<file path="config.mk">
export PLATFORM = sky130hd
export DESIGN_NAME = bn_result_writer_flat
export DESIGN_NICKNAME = d
export VERILOG_FILES = /design/src/rtl/bn_result_writer_pkg.sv /design/src/rtl/bn_result_writer_if.sv /design/src/rtl/bn_group_fifo.sv /design/src/rtl/bn_result_writer.sv /design/src/flat_wrapper.sv
export SDC_FILE = /design/constraint.sdc
export NUM_CORES = 1
export LEC_CHECK = 0
export BUFFER_PORTS_ARGS = -buffer_cell sky130_fd_sc_hd__clkbuf_2
export CAP_MARGIN = 10
export CORE_ASPECT_RATIO = 0.5
export CORE_MARGIN = 2
export CORE_UTILIZATION = 30
export CTS_CLUSTER_SIZE = 25
export DETAILED_ROUTE_END_ITERATION = 10
export MAX_ROUTING_LAYER = met4
export PLACE_DENSITY = 0.56
export SETUP_SLACK_MARGIN = 0.2
export SYNTH_ARGS = -nofsm -noshare
export SYNTH_HDL_FRONTEND = slang
export SYNTH_HIERARCHICAL = 1
export SYNTH_SLANG_ARGS = --single-unit
export TNS_END_PERCENT = 30
</file>
<file path="constraint.sdc">
create_clock -name clk_i -period 8.25 [get_ports clk_i]
set_clock_uncertainty 0.2 [all_clocks]
set_input_delay 1.2375 -clock clk_i [delete_from_list [all_inputs] [get_ports clk_i]]
set_output_delay 1.2375 -clock clk_i [all_outputs]
set_load 0.01 [all_outputs]
</file>
<file path="src/rtl/bn_result_writer_pkg.sv">
// ---------------------------------------------------------------------------
// bn_result_writer_pkg
// Shared TPU command codes for the batch-norm block and its result writer.
// The SET_BN_* codes configure the batch-norm stage; the SET_WB_* / WB_CLEAR
// codes configure the write-back path (bn_result_writer).
// ---------------------------------------------------------------------------
package bn_result_writer_pkg;

  localparam int TPU_CMD_W = 8;

  typedef enum logic [TPU_CMD_W-1:0] {
    SET_BN_MEAN      = 8'h20,
    SET_BN_VAR       = 8'h21,
    SET_BN_GAMMA     = 8'h22,
    SET_BN_BETA      = 8'h23,
    SET_WB_BASE_ADDR = 8'h30,
    SET_WB_STRIDE    = 8'h31,
    WB_CLEAR         = 8'h32
  } tpu_cmd_e;

endpackage

</file>
<file path="src/rtl/bn_result_writer_if.sv">
// ---------------------------------------------------------------------------
// bn_result_writer_if
// Ready/valid write port toward the output buffer SRAM.
//   wr_valid : word valid (master -> slave)
//   wr_ready : word accepted when high together with wr_valid (slave -> master)
//   wr_addr  : write address
//   wr_data  : write data (one 64-bit lane = 4 fp16 values)
// ---------------------------------------------------------------------------
interface bn_result_writer_if #(
  parameter int ADDR_WIDTH = 16,
  parameter int WORD_WIDTH = 64
) ();

  logic                  wr_valid;
  logic                  wr_ready;
  logic [ADDR_WIDTH-1:0] wr_addr;
  logic [WORD_WIDTH-1:0] wr_data;

  modport master (output wr_valid, output wr_addr, output wr_data, input wr_ready);
  modport slave  (input wr_valid, input wr_addr, input wr_data, output wr_ready);

endinterface

</file>
<file path="src/rtl/bn_group_fifo.sv">
// ---------------------------------------------------------------------------
// bn_group_fifo
// Synchronous FIFO holding whole result groups (all lanes of one group in one
// entry). The head entry is visible combinationally on head_data so the
// serializer can present lane 0 in the cycle right after capture.
//   clk_i, rst_ni : clock, asynchronous active-low reset
//   push/push_data: write one entry (caller guarantees space, or a same-cycle pop)
//   pop           : retire the head entry (caller guarantees non-empty)
//   flush         : empty the FIFO (wins over push/pop)
//   head_data     : oldest entry
//   full, empty, count : occupancy
// ---------------------------------------------------------------------------
module bn_group_fifo #(
  parameter int WIDTH = 256,
  parameter int DEPTH = 4
) (
  input  logic                       clk_i,
  input  logic                       rst_ni,
  input  logic                       push,
  input  logic [WIDTH-1:0]           push_data,
  input  logic                       pop,
  input  logic                       flush,
  output logic [WIDTH-1:0]           head_data,
  output logic                       full,
  output logic                       empty,
  output logic [$clog2(DEPTH):0]     count
);

  localparam int PW = $clog2(DEPTH);
  localparam logic [PW:0] DEPTH_C = (PW+1)'(DEPTH);

  logic [WIDTH-1:0] mem [DEPTH];
  logic [PW-1:0]    wr_ptr_reg;
  logic [PW-1:0]    rd_ptr_reg;
  logic [PW:0]      count_reg;

  // Storage carries no reset; only the pointers define what is valid.
  // A push into a full FIFO only happens with a same-cycle pop, so the slot
  // written is the one being retired.
  always_ff @(posedge clk_i) begin
    if (push) begin
      mem[wr_ptr_reg] <= push_data;
    end
  end

  always_ff @(posedge clk_i or negedge rst_ni) begin
    if (!rst_ni) begin
      wr_ptr_reg <= '0;
      rd_ptr_reg <= '0;
      count_reg  <= '0;
    end else if (flush) begin
      wr_ptr_reg <= '0;
      rd_ptr_reg <= '0;
      count_reg  <= '0;
    end else begin
      if (push) wr_ptr_reg <= wr_ptr_reg + 1'b1;
      if (pop)  rd_ptr_reg <= rd_ptr_reg + 1'b1;
      case ({push, pop})
        2'b10:   count_reg <= count_reg + 1'b1;
        2'b01:   count_reg <= count_reg - 1'b1;
        default: count_reg <= count_reg;
      endcase
    end
  end

  assign head_data = mem[rd_ptr_reg];
  assign full      = (count_reg == DEPTH_C);
  assign empty     = (count_reg == '0);
  assign count     = count_reg;

endmodule

</file>
<file path="src/rtl/bn_result_writer.sv">
// ---------------------------------------------------------------------------
// bn_result_writer
// Captures each batch-norm result group (LANES x 64-bit lanes) into a small
// FIFO and serializes it as LANES words on a ready/valid write port, with
// addresses generated from a programmable base and stride.
//   clk_i, rst_ni          : clock, asynchronous active-low reset
//   tpu_cmd_valid/tpu_cmd  : command strobe and code (SET_WB_BASE_ADDR,
//                            SET_WB_STRIDE, WB_CLEAR; others ignored)
//   tpu_param_1_in         : command parameter (base or stride)
//   tpu_param_2_in         : reserved
//   batchNormResultValid   : one-cycle strobe per result group
//   batchNormResult_r      : result lanes [0:LANES-1]
//   wr                     : write port (master side)
//   busy_o                 : FIFO holds at least one group
//   overflow_o             : sticky, a group was dropped because the FIFO was full
//   words_written_o        : count of accepted words, wraps
// ---------------------------------------------------------------------------
module bn_result_writer
  import bn_result_writer_pkg::*;
#(
  parameter int ACLEN      = 8,
  parameter int DATA_WIDTH = 16,
  parameter int LANES      = 4,
  parameter int FIFO_DEPTH = 4,
  parameter int ADDR_WIDTH = 16
) (
  input  logic                      clk_i,
  input  logic                      rst_ni,
  input  logic                      tpu_cmd_valid,
  input  logic [ACLEN-1:0]          tpu_cmd,
  input  logic [DATA_WIDTH-1:0]     tpu_param_1_in,
  input  logic [DATA_WIDTH-1:0]     tpu_param_2_in,
  input  logic                      batchNormResultValid,
  input  logic [DATA_WIDTH*4-1:0]   batchNormResult_r [LANES],
  bn_result_writer_if.master        wr,
  output logic                      busy_o,
  output logic                      overflow_o,
  output logic [15:0]               words_written_o
);

  localparam int WORD_W = DATA_WIDTH * 4;
  localparam int IDX_W  = (LANES > 1) ? $clog2(LANES) : 1;
  localparam int CNT_W  = $clog2(FIFO_DEPTH) + 1;
  localparam logic [IDX_W-1:0] LAST_IDX = IDX_W'(LANES - 1);
  localparam logic [CNT_W-1:0] ONE_ENTRY = CNT_W'(1);

  typedef enum logic {
    S_IDLE,
    S_SEND
  } ser_state_e;

  ser_state_e state_reg, state_next;

  logic [ADDR_WIDTH-1:0]     base_reg;
  logic [ADDR_WIDTH-1:0]     stride_reg;
  logic [ADDR_WIDTH-1:0]     cur_addr_reg;
  logic [IDX_W-1:0]          idx_reg;
  logic [15:0]               words_reg;
  logic                      overflow_reg;

  logic [LANES*WORD_W-1:0]   push_data;
  logic [LANES*WORD_W-1:0]   head_data;
  logic [WORD_W-1:0]         head_lane [LANES];
  logic                      fifo_full;
  logic                      fifo_empty;
  logic [CNT_W-1:0]          fifo_count;

  logic cmd_clear, cmd_base, cmd_stride;
  logic wr_valid, xfer, pop, push_req, push, drop;

  // Pack the incoming lanes into one FIFO entry and unpack the head entry.
  for (genvar gi = 0; gi < LANES; gi++) begin : g_lane
    assign push_data[gi*WORD_W +: WORD_W] = batchNormResult_r[gi];
    assign head_lane[gi]                  = head_data[gi*WORD_W +: WORD_W];
  end

  // Command decode. Base/stride changes are refused while words are pending
  // so a group is never split across two address sequences.
  assign cmd_clear  = tpu_cmd_valid && (tpu_cmd == ACLEN'(WB_CLEAR));
  assign cmd_base   = tpu_cmd_valid && (tpu_cmd == ACLEN'(SET_WB_BASE_ADDR)) && !busy_o;
  assign cmd_stride = tpu_cmd_valid && (tpu_cmd == ACLEN'(SET_WB_STRIDE)) && !busy_o;

  // A clear cancels both the transfer and the capture in the same cycle.
  assign wr_valid = (state_reg == S_SEND);
  assign xfer     = wr_valid && wr.wr_ready && !cmd_clear;
  assign pop      = xfer && (idx_reg == LAST_IDX);
  assign push_req = batchNormResultValid && !cmd_clear;
  // A full FIFO still accepts when the head's last lane leaves this cycle.
  assign push     = push_req && (!fifo_full || pop);
  assign drop     = push_req && fifo_full && !pop;

  bn_group_fifo #(
    .WIDTH (LANES * WORD_W),
    .DEPTH (FIFO_DEPTH)
  ) u_fifo (
    .clk_i     (clk_i),
    .rst_ni    (rst_ni),
    .push      (push),
    .push_data (push_data),
    .pop       (pop),
    .flush     (cmd_clear),
    .head_data (head_data),
    .full      (fifo_full),
    .empty     (fifo_empty),
    .count     (fifo_count)
  );

  always_ff @(posedge clk_i or negedge rst_ni) begin
    if (!rst_ni) begin
      state_reg <= S_IDLE;
    end else begin
      state_reg <= state_next;
    end
  end

  always_comb begin
    state_next = state_reg;
    case (state_reg)
      S_IDLE: begin
        if (push) state_next = S_SEND;
      end
      S_SEND: begin
        // Leave only when the last queued group finishes and nothing new arrives.
        if (pop && (fifo_count == ONE_ENTRY) && !push) state_next = S_IDLE;
      end
      default: state_next = S_IDLE;
    endcase
    if (cmd_clear) state_next = S_IDLE;
  end

  always_ff @(posedge clk_i or negedge rst_ni) begin
    if (!rst_ni) begin
      base_reg     <= '0;
      stride_reg   <= ADDR_WIDTH'(1);
      cur_addr_reg <= '0;
      idx_reg      <= '0;
      words_reg    <= '0;
      overflow_reg <= 1'b0;
    end else if (cmd_clear) begin
      cur_addr_reg <= base_reg;
      idx_reg      <= '0;
      words_reg    <= '0;
      overflow_reg <= 1'b0;
    end else begin
      // cmd_base only fires when idle, so it never collides with a transfer.
      if (cmd_base) begin
        base_reg     <= ADDR_WIDTH'(tpu_param_1_in);
        cur_addr_reg <= ADDR_WIDTH'(tpu_param_1_in);
      end else if (xfer) begin
        cur_addr_reg <= cur_addr_reg + stride_reg;
      end
      if (cmd_stride) stride_reg <= ADDR_WIDTH'(tpu_param_1_in);
      if (xfer) begin
        idx_reg   <= (idx_reg == LAST_IDX) ? '0 : idx_reg + 1'b1;
        words_reg <= words_reg + 16'd1;
      end
      if (drop) overflow_reg <= 1'b1;
    end
  end

  assign wr.wr_valid     = wr_valid;
  assign wr.wr_addr      = cur_addr_reg;
  assign wr.wr_data      = wr_valid ? head_lane[idx_reg] : '0;
  assign busy_o          = !fifo_empty;
  assign overflow_o      = overflow_reg;
  assign words_written_o = words_reg;

  // Parameter 2 is reserved for future write-back options.
  logic unused_param_2;
  assign unused_param_2 = ^tpu_param_2_in;

endmodule

</file>
<file path="src/flat_wrapper.sv">
// flat-port wrapper written by rule: the top's interface ports become plain ports
module bn_result_writer_flat import bn_result_writer_pkg::*;
#(
  parameter int ACLEN      = 8,
  parameter int DATA_WIDTH = 16,
  parameter int LANES      = 4,
  parameter int FIFO_DEPTH = 4,
  parameter int ADDR_WIDTH = 16
)
  (clk_i, rst_ni, tpu_cmd_valid, tpu_cmd, tpu_param_1_in, tpu_param_2_in, batchNormResultValid, batchNormResult_r, busy_o, overflow_o, words_written_o, wr_wr_valid, wr_wr_addr, wr_wr_data, wr_wr_ready);
  bn_result_writer_if #(.ADDR_WIDTH(ADDR_WIDTH), .WORD_WIDTH(64)) wr_i ();
  input  logic clk_i;
  input  logic rst_ni;
  input  logic tpu_cmd_valid;
  input  logic [ACLEN-1:0] tpu_cmd;
  input  logic [DATA_WIDTH-1:0] tpu_param_1_in;
  input  logic [DATA_WIDTH-1:0] tpu_param_2_in;
  input  logic batchNormResultValid;
  input  logic [DATA_WIDTH*4-1:0] batchNormResult_r[LANES];
  output logic busy_o;
  output logic overflow_o;
  output logic [15:0] words_written_o;
  output wire logic [$bits(wr_i.wr_valid)-1:0] wr_wr_valid;
  output wire logic [$bits(wr_i.wr_addr)-1:0] wr_wr_addr;
  output wire logic [$bits(wr_i.wr_data)-1:0] wr_wr_data;
  input wire logic [$bits(wr_i.wr_ready)-1:0] wr_wr_ready;
  assign wr_wr_valid = wr_i.wr_valid;
  assign wr_wr_addr = wr_i.wr_addr;
  assign wr_wr_data = wr_i.wr_data;
  assign wr_i.wr_ready = wr_wr_ready;
  bn_result_writer #(.ACLEN(ACLEN), .DATA_WIDTH(DATA_WIDTH), .LANES(LANES), .FIFO_DEPTH(FIFO_DEPTH), .ADDR_WIDTH(ADDR_WIDTH)) u_core (.clk_i(clk_i), .rst_ni(rst_ni), .tpu_cmd_valid(tpu_cmd_valid), .tpu_cmd(tpu_cmd), .tpu_param_1_in(tpu_param_1_in), .tpu_param_2_in(tpu_param_2_in), .batchNormResultValid(batchNormResultValid), .batchNormResult_r(batchNormResult_r), .wr(wr_i), .busy_o(busy_o), .overflow_o(overflow_o), .words_written_o(words_written_o));
endmodule
</file>
# Yosys cells after proc, flatten, opt, wreduce, memory -nomap -nowiden
# Memories as Yosys holds them, arrays and structs flattened.
# Cells that the tools add are included.
# classes
n_eq_ne,8
reduce_logical,29
bitwise_logic,3
addsub,7
n_mux,25
order_cmp,1
# ops
operator,count
2-to-1 mux 64 bit,3
binary-select mux 64 bit (select 2 bit),1
2-to-1 mux 16 bit,5
"equality test 8 x 6 -> 1 bit, second input constant",3
"adder 16 x 1 -> 16 bit, second input constant",1
adder 16 bit,1
logical AND 1 bit,14
2-to-1 mux 2 bit,7
nonzero test 2 bit,4
"adder 2 x 1 -> 2 bit, second input constant",3
2-to-1 mux 1 bit,6
case mux 3 bit (2 select lines),1
nonzero test 3 bit,2
logical NOT 1 bit,5
"equality test 2 bit, second input constant",2
AND reduction 2 bit,2
"adder 3 x 1 -> 3 bit, second input constant",1
"equality test 3 x 1 -> 1 bit, second input constant",1
"equality test 3 bit, second input constant",1
">= comparator 3 bit, second input constant",1
logical NOT 3 bit,1
2-to-1 mux 3 bit,1
inverter 2 -> 3 bit,1
"subtractor 3 x 1 -> 3 bit, second input constant",1
4 further kinds,5
# totals
register_bits,75
output_inout_bits,99
mem_bits_rw,1024
n_memories,1
word_cells,84
in_bits,301
# memory_table
name,depth,width,read_ports,rd_ports_with_merged_regs,wr,line_no,text
u_core.u_fifo.mem,4,256,1,0,1,bn_group_fifo.sv:32,logic [WIDTH-1:0] mem [DEPTH];

# Depth between registers and ports, before layout
# logic_depth
depth_word,12
mapped_depth,15
mapped_depth_nobuf,10

# By module
# The synthesis kept the hierarchy.
# modules_own_cells
module,instances,area_per_inst_um2,cells_each,seq_area_each_um2
bn_group_fifo,1,37815.0,1379,30924.7
bn_result_writer,1,5654.2,506,1702.9

# Worst setup path before layout
# Ideal clock, no wire load.
# synth_path
path_type,input port to flip-flop
start,in tpu_cmd[6]
end,mem u_core.u_fifo.mem[0][0] (enable)
path_buffers,5
required_ps,7402
arrival_ps,8451
setup_time_ps,648
setup_slack_ps,-1049
stages,11
path_cell_list,and4bb_1 nand3_2 nor2_1 and2_1 clkbuf_1 buf_4 buf_4 buf_2 nor2_1 buf_2 and2_1
# synth_between
elab_chain_cells,9
word_cells_on_any_way,10
cone_classes,eq/ne (1); mux (2); reduce/logical (7)
# synth_rtl
item,line_no,text
from (decl),flat_wrapper.sv:15,input logic [ACLEN-1:0] tpu_cmd;
equality test 8 x 6 -> 1 bit (*),bn_result_writer.sv:79,assign cmd_clear = tpu_cmd_valid && (tpu_cmd == ACLEN'(WB_CLEAR));
logical AND 1 bit (*),bn_result_writer.sv:79,
named net u_core.cmd_clear,bn_result_writer.sv:68,"logic cmd_clear, cmd_base, cmd_stride;"
logical NOT 1 bit (*),"bn_result_writer.sv:85, bn_result_writer.sv:87",
logical AND 1 bit,bn_result_writer.sv:85,assign xfer = wr_valid && wr.wr_ready && !cmd_clear;
logical AND 1 bit,bn_result_writer.sv:86,assign pop = xfer && (idx_reg == LAST_IDX);
logical OR 1 bit,bn_result_writer.sv:89,assign push = push_req && (!fifo_full || pop);
logical AND 1 bit (*),bn_result_writer.sv:89,
named net u_core.push,bn_result_writer.sv:69,"logic wr_valid, xfer, pop, push_req, push, drop;"
2-to-1 mux 1 bit (*),bn_group_fifo.sv:41,if (push) begin
2-to-1 mux 1 bit (not written as such) (*),bn_group_fifo.sv:42,mem[wr_ptr_reg] <= push_data;
to (decl),bn_group_fifo.sv:32,
# Mark *: on every way through the listed nets, which the timed path passes. The rest lies on a longest branch.

# Worst setup path in the final report
# layout_path
start,reg u_core.u_fifo.rd_ptr_reg[0]
end,out wr_wr_data[60]
# layout_between
elab_chain_cells,5
# layout_rtl
item,line_no,text
from (decl),bn_group_fifo.sv:34,logic [PW-1:0] rd_ptr_reg;
from (signal assigned),bn_group_fifo.sv:57,if (pop) rd_ptr_reg <= rd_ptr_reg + 1'b1;
memory (4 x 256 bit),n/a,
named net u_core.head_data[188],bn_result_writer.sv:62,logic [LANES*WORD_W-1:0] head_data;
binary-select mux 64 bit (select 2 bit),bn_result_writer.sv:163,assign wr.wr_data = wr_valid ? head_lane[idx_reg] : '0;
2-to-1 mux 64 bit (not written as such) (2 in a row),bn_result_writer.sv:163,
2-to-1 mux 64 bit,bn_result_writer.sv:163,
to (decl),flat_wrapper.sv:25,output wire logic [$bits(wr_i.wr_data)-1:0] wr_wr_data;
# The timed path passes the listed nets, and every way through them passes these cells. The select of a mux whose other input is x is not followed.

==> results <==
- The flow ran to the end, and the final reports show no timing, DRC or antenna violations.
- The height of the die is 273 um.
- Net switching is 29.6% of the power.
- The largest fanout of any net on the critical path is 106.
- The launch instance of the worst min-delay path is u_core/base_reg[8].
- Counting flops and latches in the post-synthesis netlist gives 1099.
- The count of unresolved DRC violations after routing is 0.
- The design draws 17500 uW.
- The via count normalized by instance count is 4.65.
- The number of nets in the layout is 2626.
- The count of antenna-violating nets left after detailed routing is 0.
- Across every metal layer, demand over resource in global routing totals 13.1%.
- The clock passes through at most 3 buffers.
- For this run, asynchronously set or reset flops after synthesis account for under 10%.
- At the pin with the least slew margin, the transition time is 1.16 ns.
- For this block, the initial DRC count from the detailed router was 1219.
- The number of enable-type register cells in the synthesized netlist is between 1000 and 1500.
- The number of setup buffers added after CTS is 0.
- The launching element type of the critical path is a register.
- The synthesized netlist net count is 2209.
- The worst relative slew slack is 22.4%.
- The die covers 148000 um^2.
- The combined area of all synthesized cells is 43500 um^2.
- The initial standard-cell utilization of the core is 30.3%.
- Setup repair after global routing left no endpoint under its margin.
- The number of flip-flops under the largest register name is slightly above 1000.
- The time the final worst path needs with I/O delays and setup is 5.29 ns.
- The average cell area after synthesis is between 20 and 25 um^2.
- The worst hold path class is reg -> reg.
- The total number of yosys warnings is 6.
- The number of port buffers is 383.
- The post-route worst hold slack is 0.280 ns.
- The tree is rooted in a clkbuf_16.
- The flip-flop cell with the highest count after synthesis is edfxtp_1.
- After clock tree synthesis, the repair step resized 0 gates.
- STA classifies the critical path endpoint as a primary output.
- The number of library cell types mapped by synthesis is 60.
- Of the cells placed in the final design, the portion with a size suffix greater than 1 is ~34%.
- The cell with the most instances after synthesis is edfxtp_1.
- Cell internal power was estimated by the tool at 12300 uW.
- The final-report setup violation count is 0.
- The post-synthesis instance total is 1885.
- The number of cell rows is 98.
- The worst setup path startpoint is u_core/u_fifo/rd_ptr_reg[0].
- Global routing finished with a remaining overflow of 0.
- The width of the chip is 542 um.
- The initial antenna violation count is 14.
- For the worst-skew pair, the clock arrives at the later sink with an insertion delay of between 0.6 and 0.7 ns.
- The clock drives 1099 sinks.
- The leakage power summed over all cells is 0.0172 uW.
- The synthesized design devotes to its leading area cell type 70.7% of total area.
- The worst path uses roughly 64% of the clock period.
- The synthesis-to-finish area growth is 16.9%.
- The maximum number of pins on one net before global-route repair is 130.
- The standard cell core area is 143000 um^2.
- The detailed-route wire length per cell is approximately 22 um.
- The biggest area consumer among synthesized cells is edfxtp_1.
- The critical path class is reg -> out.
- The maximum clock rate is 0.189 GHz.
- The sequential-to-total area share from yosys stat is 75.1%.
- The power share of the sequential group is 44.0%.
- The relative contribution of combinational cells to total power is slightly below 30%.
- The TritonCTS clock tree is built.
- For the worst setup path, the data arrival time is 3.85 ns.
- The number of slew-limit violations in the final report is 0.
- Across the VDD grid, the largest voltage drop is 222 uV.
- The total length of routed wires is ~96 mm.
- The commonest cells after synthesis are edfxtp_1 (1024), mux4_2 (209), mux4_1 (111), dfrtp_1 (74), and2_1 (70).
- The sum of net half-perimeters after detailed placement is 56.1 mm.
- The detailed-routing iteration count for the pre-antenna-repair pass is 7.
- The routed layout has 19990 vias.
- The final weighted congestion in routability-driven placement is 0.762.
- The CTS H-tree depth is 3.
- The number of global-route vias before repair came to around 21000.
- The final-report hold violation count is 0.
- The switching power is 5190 uW.
- The worst endpoint required time is 6.81 ns.
- Across the run, the number of max-cap violations was 0.
- The first global-routing pass estimated 141 mm of wire.
- The startpoint identified for the worst register-to-register timing path is u_core/wr.wr_valid.
- After synthesis, the cell types taking the most area are edfxtp_1 (71%), mux4_2 (11%), mux4_1 (6.7%).
- The clock transition at the register clock pins on the worst setup and hold paths after CTS is 0.07 ns.
- The total power divided by cell area is roughly 350 nW/um^2.
- The top register by number of flip-flops is u_core/u_fifo/mem.
- The clock network fraction of design power is 26.5%.
- The number of buffers inserted by hold repair at cts is 0.
- In this run the count of I/O pins placed on the die edge is 400.
- TritonCTS created 102 clock buffers.
[kinds of logic (layout without fill, tap and decap cells)]
| group | after synthesis | in the layout | synth area share [%] |
|---|---|---|---|
| adders and majority gates | 23 | 23 | 0.697 |
| muxes | 351 | 351 | 18.4 |
| and+or+nand+nor | 200 | 200 | 2.41 |
| AOI/OAI and AO/OA | 82 | 82 | 1.28 |
| other | 0 | 7 | 0 |
| DFF | 1099 | 1099 | 75.1 |
| xor gates and xnor gates | 30 | 30 | 0.604 |
| buffers and inverters | 100 | 604 | 1.53 |
[critical path, stage by stage, from the launching register on]
cell      delay [ns]
dfrtp_4         0.83
buf_12          0.64
mux4_1          0.67
mux4_2          0.47
and2_1          0.17
clkbuf_2        0.15
[layout by cell type (no fill, tap or decap), drive strengths merged, types with 6 or more instances in the layout]
cell	count
clkbuf	507
nor3	6
xnor2	17
ha	21
nand3	8
mux2	29
edfxtp	1024
xor2	13
dfrtp	74
buf	26
inv	11
nand2	38
a21oi	22
clkinv	48
mux4	320
nand4	6
o21ai	16
diode	7
nor2	51
a31oi	8
and2	70
bufinv	7
[power groups by stage]
stage	Sequential, uW	Clock [uW]	Combinational (uW)
finish	7720	4650	5170
global route	7830	5010	5570
CTS	7750	4800	5350
detailed placement	7860	0	5340
global placement	7800	0	5330
floorplan	7830	0	3740
[metrics by stage]
| step | std cells | setup slack [ns] | instance area [um^2] | util, % | setup TNS, ns |
|---|---|---|---|---|---|
| after floorplan | 1885 | -1.05 | 43500 | - | -536.92 |
| after global placement | 4098 | 3.18 | 47500 | 33.1 | 0 |
| after detailed placement | 4098 | 3.18 | 47500 | 33.1 | 0 |
| after CTS | 4289 | 2.80 | 50800 | 35.4 | 0 |
| after global routing | 4294 | 2.72 | 50800 | 35.4 | 0 |
| final | 4296 | 2.96 | 50800 | 35.4 | 0 |
[final timing paths]
path | end | slack [ns] | depth (start not counted)
max in group asynchronous | u_core/u_fifo/rd_ptr_reg[1] | 6.45 | 2
min in group asynchronous | u_core/base_reg[8] | 0.61 | 2
min reg2reg | u_core/base_reg[8] | 0.28 | 2
max | wr_wr_data[60] | 2.96 | 5
max reg2reg | u_core/u_fifo/mem[1][202] | 3.81 | 7
min | u_core/base_reg[8] | 0.28 | 2
[cell type report]
class / instances / area [um^2]
clock inverter: 66 / 622
sequential: 1099 / 32600
antenna: 7 / 17.5
timing repair buffer: 408 / 2250
fill: 13219 / 92500
tap: 1900 / 2380
multi-input combinational: 686 / 10200
inverter: 5 / 18.8
clock buffer: 125 / 2670
[layer usage]
layer	vias to the layer above	wire length, um	global-route usage (%)
met3	131	3280	2.12
met4	0	1620	2.78
li1	8895	-	-
met1	10647	39400	15.7
met5	-	0	-
met2	317	52100	23.4
(Power assumes the default switching activity.)
